## src/rtl/decode_scoreboard.sv

```systemverilog
// Decode-stage scoreboard: RAW/WAW/capacity stall, halt/flush serialisation.
// Optional SCOREBOARD_STATS_EN adds a saturating stall_count output.
module decode_scoreboard #(
    parameter int NUM_SREGS    = 32,
    parameter int NUM_VREGS    = 32,
    parameter int REG_AW       = 5,
    parameter int MAX_INFLIGHT = 8
) (
    input  logic                                 clk,
    input  logic                                 rst_n,
    input  logic                                 id_valid,
    input  logic                                 id_register_wr_en,
    input  logic                                 id_vector_wr_en,
    input  logic [REG_AW-1:0]                    id_scalar_write_register,
    input  logic [REG_AW-1:0]                    id_vector_write_register,
    input  logic                                 id_r_read1,
    input  logic                                 id_r_read2,
    input  logic [REG_AW-1:0]                    id_scalar_read_register1,
    input  logic [REG_AW-1:0]                    id_scalar_read_register2,
    input  logic                                 id_v_read1,
    input  logic                                 id_v_read2,
    input  logic [REG_AW-1:0]                    id_vector_read_register1,
    input  logic [REG_AW-1:0]                    id_vector_read_register2,
    input  logic                                 id_halt,
    input  logic                                 id_flush,
    input  logic                                 wb_scalar_en,
    input  logic [REG_AW-1:0]                    wb_scalar_reg,
    input  logic                                 wb_vector_en,
    input  logic [REG_AW-1:0]                    wb_vector_reg,
    input  logic                                 ex_redirect,
    input  logic                                 flush_done,
    output logic                                 stall_id,
    output logic                                 issue,
    output logic                                 flush_req,
    output logic                                 halted,
    output logic [$clog2(MAX_INFLIGHT+1)-1:0]    inflight,
    output logic                                 wb_error
`ifdef SCOREBOARD_STATS_EN
    ,
    output logic [31:0]                          stall_count
`endif
);

    localparam int IW = $clog2(MAX_INFLIGHT + 1);
    localparam logic [IW-1:0] MAXI = IW'(MAX_INFLIGHT);

    typedef enum logic [1:0] {
        S_RUN,
        S_DRAIN,
        S_FLUSH_WAIT,
        S_HALTED
    } state_t;

    state_t                 r_state;
    state_t                 w_state_n;
    logic [NUM_SREGS-1:0]   r_spend;
    logic [NUM_VREGS-1:0]   r_vpend;
    logic [NUM_SREGS-1:0]   w_swb_mask;
    logic [NUM_VREGS-1:0]   w_vwb_mask;
    logic [NUM_SREGS-1:0]   w_siss_mask;
    logic [NUM_VREGS-1:0]   w_viss_mask;
    logic [NUM_SREGS-1:0]   w_spend_eff;
    logic [NUM_VREGS-1:0]   w_vpend_eff;
    logic [IW-1:0]          r_inflight;
    logic [IW-1:0]          w_wbc;
    logic [IW-1:0]          w_infl_wb;
    logic                   r_wb_error;
    logic                   w_ser;
    logic                   w_wr;
    logic                   w_haz;
    logic                   w_full;
    logic                   w_idle;
    logic                   w_stall_cond;
    logic                   w_blk;
    logic                   w_iss_wr;
    logic                   w_wb_bad;

    // Decode writeback and issue destinations into one-hot masks
    always_comb begin
        w_swb_mask  = '0;
        w_vwb_mask  = '0;
        w_siss_mask = '0;
        w_viss_mask = '0;
        if (wb_scalar_en) w_swb_mask[wb_scalar_reg] = 1'b1;
        if (wb_vector_en) w_vwb_mask[wb_vector_reg] = 1'b1;
        if (issue && id_register_wr_en)
            w_siss_mask[id_scalar_write_register] = 1'b1;
        if (issue && id_vector_wr_en)
            w_viss_mask[id_vector_write_register] = 1'b1;
    end

    assign w_spend_eff = r_spend & ~w_swb_mask;
    assign w_vpend_eff = r_vpend & ~w_vwb_mask;

    assign w_ser = id_halt | id_flush;
    assign w_wr  = id_register_wr_en | id_vector_wr_en;

    assign w_haz =
        (id_r_read1 & w_spend_eff[id_scalar_read_register1]) |
        (id_r_read2 & w_spend_eff[id_scalar_read_register2]) |
        (id_v_read1 & w_vpend_eff[id_vector_read_register1]) |
        (id_v_read2 & w_vpend_eff[id_vector_read_register2]) |
        (id_register_wr_en & w_spend_eff[id_scalar_write_register]) |
        (id_vector_wr_en & w_vpend_eff[id_vector_write_register]);

    assign w_wbc = {{(IW-1){1'b0}}, wb_scalar_en} +
                   {{(IW-1){1'b0}}, wb_vector_en};
    assign w_infl_wb = (r_inflight >= w_wbc) ? (r_inflight - w_wbc) : '0;
    assign w_full = w_wr & (w_infl_wb >= MAXI);
    assign w_idle = (r_inflight == '0) && !(|r_spend) && !(|r_vpend);

    // Writeback to a register that is not pending, or beyond inflight
    assign w_wb_bad = (wb_scalar_en & ~r_spend[wb_scalar_reg]) |
                      (wb_vector_en & ~r_vpend[wb_vector_reg]) |
                      (w_wbc > r_inflight);

    // Next-state and stall condition for the serialisation FSM
    always_comb begin
        w_state_n    = r_state;
        w_stall_cond = 1'b0;
        w_blk        = 1'b0;
        case (r_state)
            S_RUN: begin
                if (w_ser) begin
                    w_stall_cond = ~w_idle;
                    if (id_valid && !ex_redirect)
                        w_state_n = w_idle ?
                            (id_halt ? S_HALTED : S_FLUSH_WAIT) : S_DRAIN;
                end else begin
                    w_stall_cond = w_haz | w_full;
                end
            end
            S_DRAIN: begin
                w_stall_cond = ~(w_ser && (w_infl_wb == '0));
                if (ex_redirect)
                    w_state_n = S_RUN;
                else if (id_valid && !w_stall_cond)
                    w_state_n = id_halt ? S_HALTED : S_FLUSH_WAIT;
            end
            S_FLUSH_WAIT: begin
                w_blk = 1'b1;
                if (flush_done) w_state_n = S_RUN;
            end
            S_HALTED: begin
                w_blk = 1'b1;
            end
            default: w_state_n = S_RUN;
        endcase
    end

    assign issue    = ~w_blk & id_valid & ~ex_redirect & ~w_stall_cond;
    assign stall_id = w_blk ? id_valid
                            : (id_valid & w_stall_cond & ~ex_redirect);
    assign w_iss_wr = issue & w_wr;

    assign flush_req = (r_state == S_FLUSH_WAIT);
    assign halted    = (r_state == S_HALTED);
    assign inflight  = r_inflight;
    assign wb_error  = r_wb_error;

    // State, pending bits, inflight count and sticky error
    always_ff @(posedge clk or negedge rst_n) begin
        if (!rst_n) begin
            r_state    <= S_RUN;
            r_spend    <= '0;
            r_vpend    <= '0;
            r_inflight <= '0;
            r_wb_error <= 1'b0;
        end else begin
            r_state    <= w_state_n;
            r_spend    <= w_spend_eff | w_siss_mask;
            r_vpend    <= w_vpend_eff | w_viss_mask;
            r_inflight <= w_infl_wb + {{(IW-1){1'b0}}, w_iss_wr};
            if (w_wb_bad) r_wb_error <= 1'b1;
        end
    end

`ifdef SCOREBOARD_STATS_EN
    logic [31:0] r_stall_count;

    // Saturating count of stalled decode cycles
    always_ff @(posedge clk or negedge rst_n) begin
        if (!rst_n)
            r_stall_count <= '0;
        else if (stall_id && (r_stall_count != 32'hFFFF_FFFF))
            r_stall_count <= r_stall_count + 32'd1;
    end

    assign stall_count = r_stall_count;
`endif

endmodule

```

## config.mk

```make
export PLATFORM = sky130hd
export DESIGN_NAME = decode_scoreboard
export DESIGN_NICKNAME = d
export VERILOG_FILES = /design/src/rtl/decode_scoreboard.sv
export SDC_FILE = /design/constraint.sdc
export NUM_CORES = 1
export LEC_CHECK = 0
export BUFFER_PORTS_ARGS = -buffer_cell sky130_fd_sc_hd__buf_2
export CAP_MARGIN = 10
export CORE_ASPECT_RATIO = 0.8
export CORE_UTILIZATION = 40
export DETAILED_ROUTE_END_ITERATION = 8
export PLACE_DENSITY_LB_ADDON = 0.3
export SLEW_MARGIN = 10
export SYNTH_ARGS = -nofsm -noshare
export SYNTH_HDL_FRONTEND = slang
export SYNTH_SLANG_ARGS = --single-unit
```

## constraint.sdc

```tcl
create_clock -name clk -period 8.3 [get_ports clk]
set_input_delay 2.49 -clock clk [delete_from_list [all_inputs] [get_ports clk]]
set_output_delay 2.49 -clock clk [all_outputs]
set_load 0.01 [all_outputs]
```

==> flow_summary.ini <==
[cells_and_area]
layout-drive-gt1-share_pct = 17.6
stdcell_area_um2 = 8820
fillers = 1869
antenna_cells = 0
layout.nets = 1067
ff_latch_area_um2 = 1780
multi_input_area_um2 = 5700
syn_to_final_growth_pct = 11.3

[route]
wl_met2_mm = 12.1
ant_nets = 0
highest_layer = met5
drc = 0
viasPerCell = 7.10
wl_met3_mm = 4.09
drt-total-wl_mm = 30.4
drt_iter0_drc = 1232
first_pass_iters = 6
vias = 8981
wl_per_cell_um = 24.0
wl_met1_mm = 13.2

[clock_network]
clock_path_buffers = 2
tritoncts = yes
hold_buffers = 0
numCtsBuffers = 9
clk_pin_slew_ns = 0.06
cts_root_buf = clkbuf_16
clock_sinks = 71
cts_setup_buffers = 0
h-tree-depth = 3
insertion_delay_ns = 0.35

[floorplan]
rows = 45
io_pins = 64
design.core.area_um2 = 19200
die_h_um = 128
initial_core_util_pct = 41.3
dieArea_um2 = 20400
fp.dieW_um = 159

[setup_path]
cp-end-kind = primary output
reg2reg_slack_ns = 4.21
path_max_fanout = 5
path_class = primary input to primary output
cp-start-kind = primary input
critPathRequiredTime_ns = 5.81
cp_data_arrival_time_ns = 5.60

[pwr]
ir_drop_mv = 0.244
totalPowerFinal_mw = 1.82
power.share.sequential_pct = 30.6
p_leak_nw = 3.29
pwr-share-clk_pct = 24.4
powerDensity_nw_per_um2 = 206
combPwrFrac_pct = 45.0
intPower_uw = 988
switching_power_uw = 831
switching_share_pct = 45.7

[worst_hold_path]
hold_class = register to register

[placement]
place_area_um2 = 8480
io_buffer_count = 63
gp_congestion = 0.978
dpl.hpwl_mm = 21.4

[grt]
grt_max_degree = 72
track_usage_pct = 30.0
antenna_found_initial = 1
grt_pass1_wl_mm = 47.9
grt.overflow.total = 0
grt_pass1_vias = 8183

[synthesis]
syn_area_per_cell_um2 = 8.01
yosys_warnings = 0
netlist-cell-type-count = 69
syn_area_um2 = 7920
synth_fp_nets = 1054
synthCells = 989
synth-seq-area-share_pct = 22.4
ys.flop_type = dfrtp_1
synth_edf_count = 0
ys_async_sr_fraction_pct = 100
ys_seq_elements = 71

[sta]
fmax_ghz = 0.124
rsz0062_at_grt = false
setup_viol = 0
slew_violations = 0
timing.final.crit_share_pct = 97.5
skew_ns = 0.00652
hold-worst-slack_ns = 0.475
fin_tns_setup_ns = 0
worst_pin_slew_ns = 1.01
finalCriticalPeriod_ns = 8.09
slew_headroom_pct = 32.5
final_hold_viol_count = 0

[run_status]
status = complete, no violations

[job]
timing.max_cap.violations = 0
[cell type report]
| class | instances | share of cell area [%] |
|---|---|---|
| clock buffers | 9 | 2.55 |
| well taps | 258 | 3.66 |
| inverters | 25 | 1.06 |
| repair buffers | 100 | 6.75 |
| clock inverters | 7 | 1.15 |
| flip-flops and latches | 71 | 20.1 |
| multi-input cells | 795 | 64.7 |
[metal layers]
metal,vias up,track usage [%]
li1,3960,-
met1,4276,44.5
met2,658,41.1
met3,85,7.41
met4,2,11.3
met5,-,0
[power groups by stage]
stage | logic [mW] | registers, mW | clock network (mW)
after detailed placement | 0.790 | 0.550 | 0
final | 0.818 | 0.557 | 0.444
after global routing | 0.884 | 0.561 | 0.459
after global placement | 0.786 | 0.550 | 0
after floorplan | 0.545 | 0.490 | 0
after CTS | 0.795 | 0.544 | 0.446
[state kept, by name, summed over array words and instances (netlist names)]
name,cells
r_spend,32
r_vpend,32
inflight,4
r_state,2
wb_error,1
[worst paths after layout]
check / from / cells after the start / end
setup / recovery: wb_scalar_en / 14 / stall_id
hold / removal: wb_error / 1 / wb_error
setup reg to reg: inflight[0] / 14 / r_spend[14]
hold reg to reg: wb_error / 1 / wb_error
max in group asynchronous: rst_n / 1 / wb_error
min in group asynchronous: rst_n / 1 / r_state[0]
[synth_stat cells (5+ instances only)]
| cell | instances | area, um^2 |
|---|---|---|
| a211oi_1 | 18 | 135 |
| a21oi_1 | 19 | 95.1 |
| a221oi_1 | 5 | 43.8 |
| a311oi_1 | 12 | 105 |
| a31oi_1 | 11 | 68.8 |
| and3_1 | 13 | 81.3 |
| buf_1 | 12 | 45.0 |
| buf_2 | 25 | 125 |
| clkbuf_1 | 61 | 229 |
| dfrtp_1 | 71 | 1780 |
| ha_1 | 9 | 113 |
| inv_1 | 25 | 93.8 |
| mux2_2 | 30 | 338 |
| mux2i_1 | 57 | 571 |
| mux4_2 | 18 | 405 |
| nand2_1 | 39 | 146 |
| nand2b_1 | 9 | 56.3 |
| nand3_1 | 115 | 576 |
| nand3b_1 | 5 | 37.5 |
| nand4_1 | 36 | 225 |
| nand4b_1 | 12 | 105 |
| nand4bb_1 | 6 | 67.6 |
| nor2_1 | 35 | 131 |
| nor2b_1 | 15 | 93.8 |
| nor3_1 | 51 | 255 |
| nor3b_1 | 6 | 45.0 |
| nor4_1 | 24 | 150 |
| o2111ai_1 | 7 | 61.3 |
| o211ai_1 | 40 | 300 |
| o21ai_0 | 78 | 390 |
| o21ai_1 | 5 | 25.0 |
| o221ai_1 | 16 | 140 |
| o311ai_0 | 15 | 131 |
| o31ai_1 | 10 | 75.1 |
| or2_2 | 6 | 37.5 |
| xnor2_1 | 6 | 52.6 |
| xor2_1 | 6 | 52.6 |
[worst max-delay path, cell delays in order]
cell	delay, ns
buf_2	0.11
ha_1	0.27
ha_1	0.16
inv_1	0.05
fa_1	0.41
nor3_2	0.19
a21boi_4	0.27
a31oi_1	0.06
or3_1	0.43
a2111o_1	0.46
nor4_2	0.20
a31oi_1	0.17
and3_1	0.20
buf_2	0.13
[through the flow]
stage	cells	utilization (%)	worst slack [ns]
6_report	1265	45.9	0.211
5_1_grt	1265	45.9	0.0251
2_1_floorplan	989	-	0.353
3_5_place_dp	1249	44.1	0.0668
4_1_cts	1265	45.8	0.0455
3_3_place_gp	1249	44.1	0.211
[what timing repair did]
item / in CTS / in global routing
endpoints found under the setup margin: 0 / 2
endpoints found under the hold margin: 0 / 0
resized for setup: 0 / 3
[cell families (layout without fill, tap and decap cells)]
group / count (synthesis) / count (layout) / share of synthesized area (%)
muxes: 105 / 105 / 16.6
xor gates and xnor gates: 12 / 12 / 1.33
and+or+nand+nor: 392 / 392 / 27.5
adders and majority gates: 10 / 10 / 1.67
buffers and inverters: 123 / 141 / 6.22
DFF: 71 / 71 / 22.4
AOI/OAI and AO/OA: 276 / 276 / 24.3
[cell usage in the layout, fill, tap and decap left out, drive strengths merged, types with 18 or more instances in the layout]
cell type,n
dfrtp,71
buf,100
o21ai,83
o211ai,40
nand3,115
o311ai,18
nor2,35
a211oi,18
inv,28
nand2,39
nor4,25
mux2,30
nor3,51
mux2i,57
a21oi,19
mux4,18
nand4,36
(Power assumes the default switching activity.)
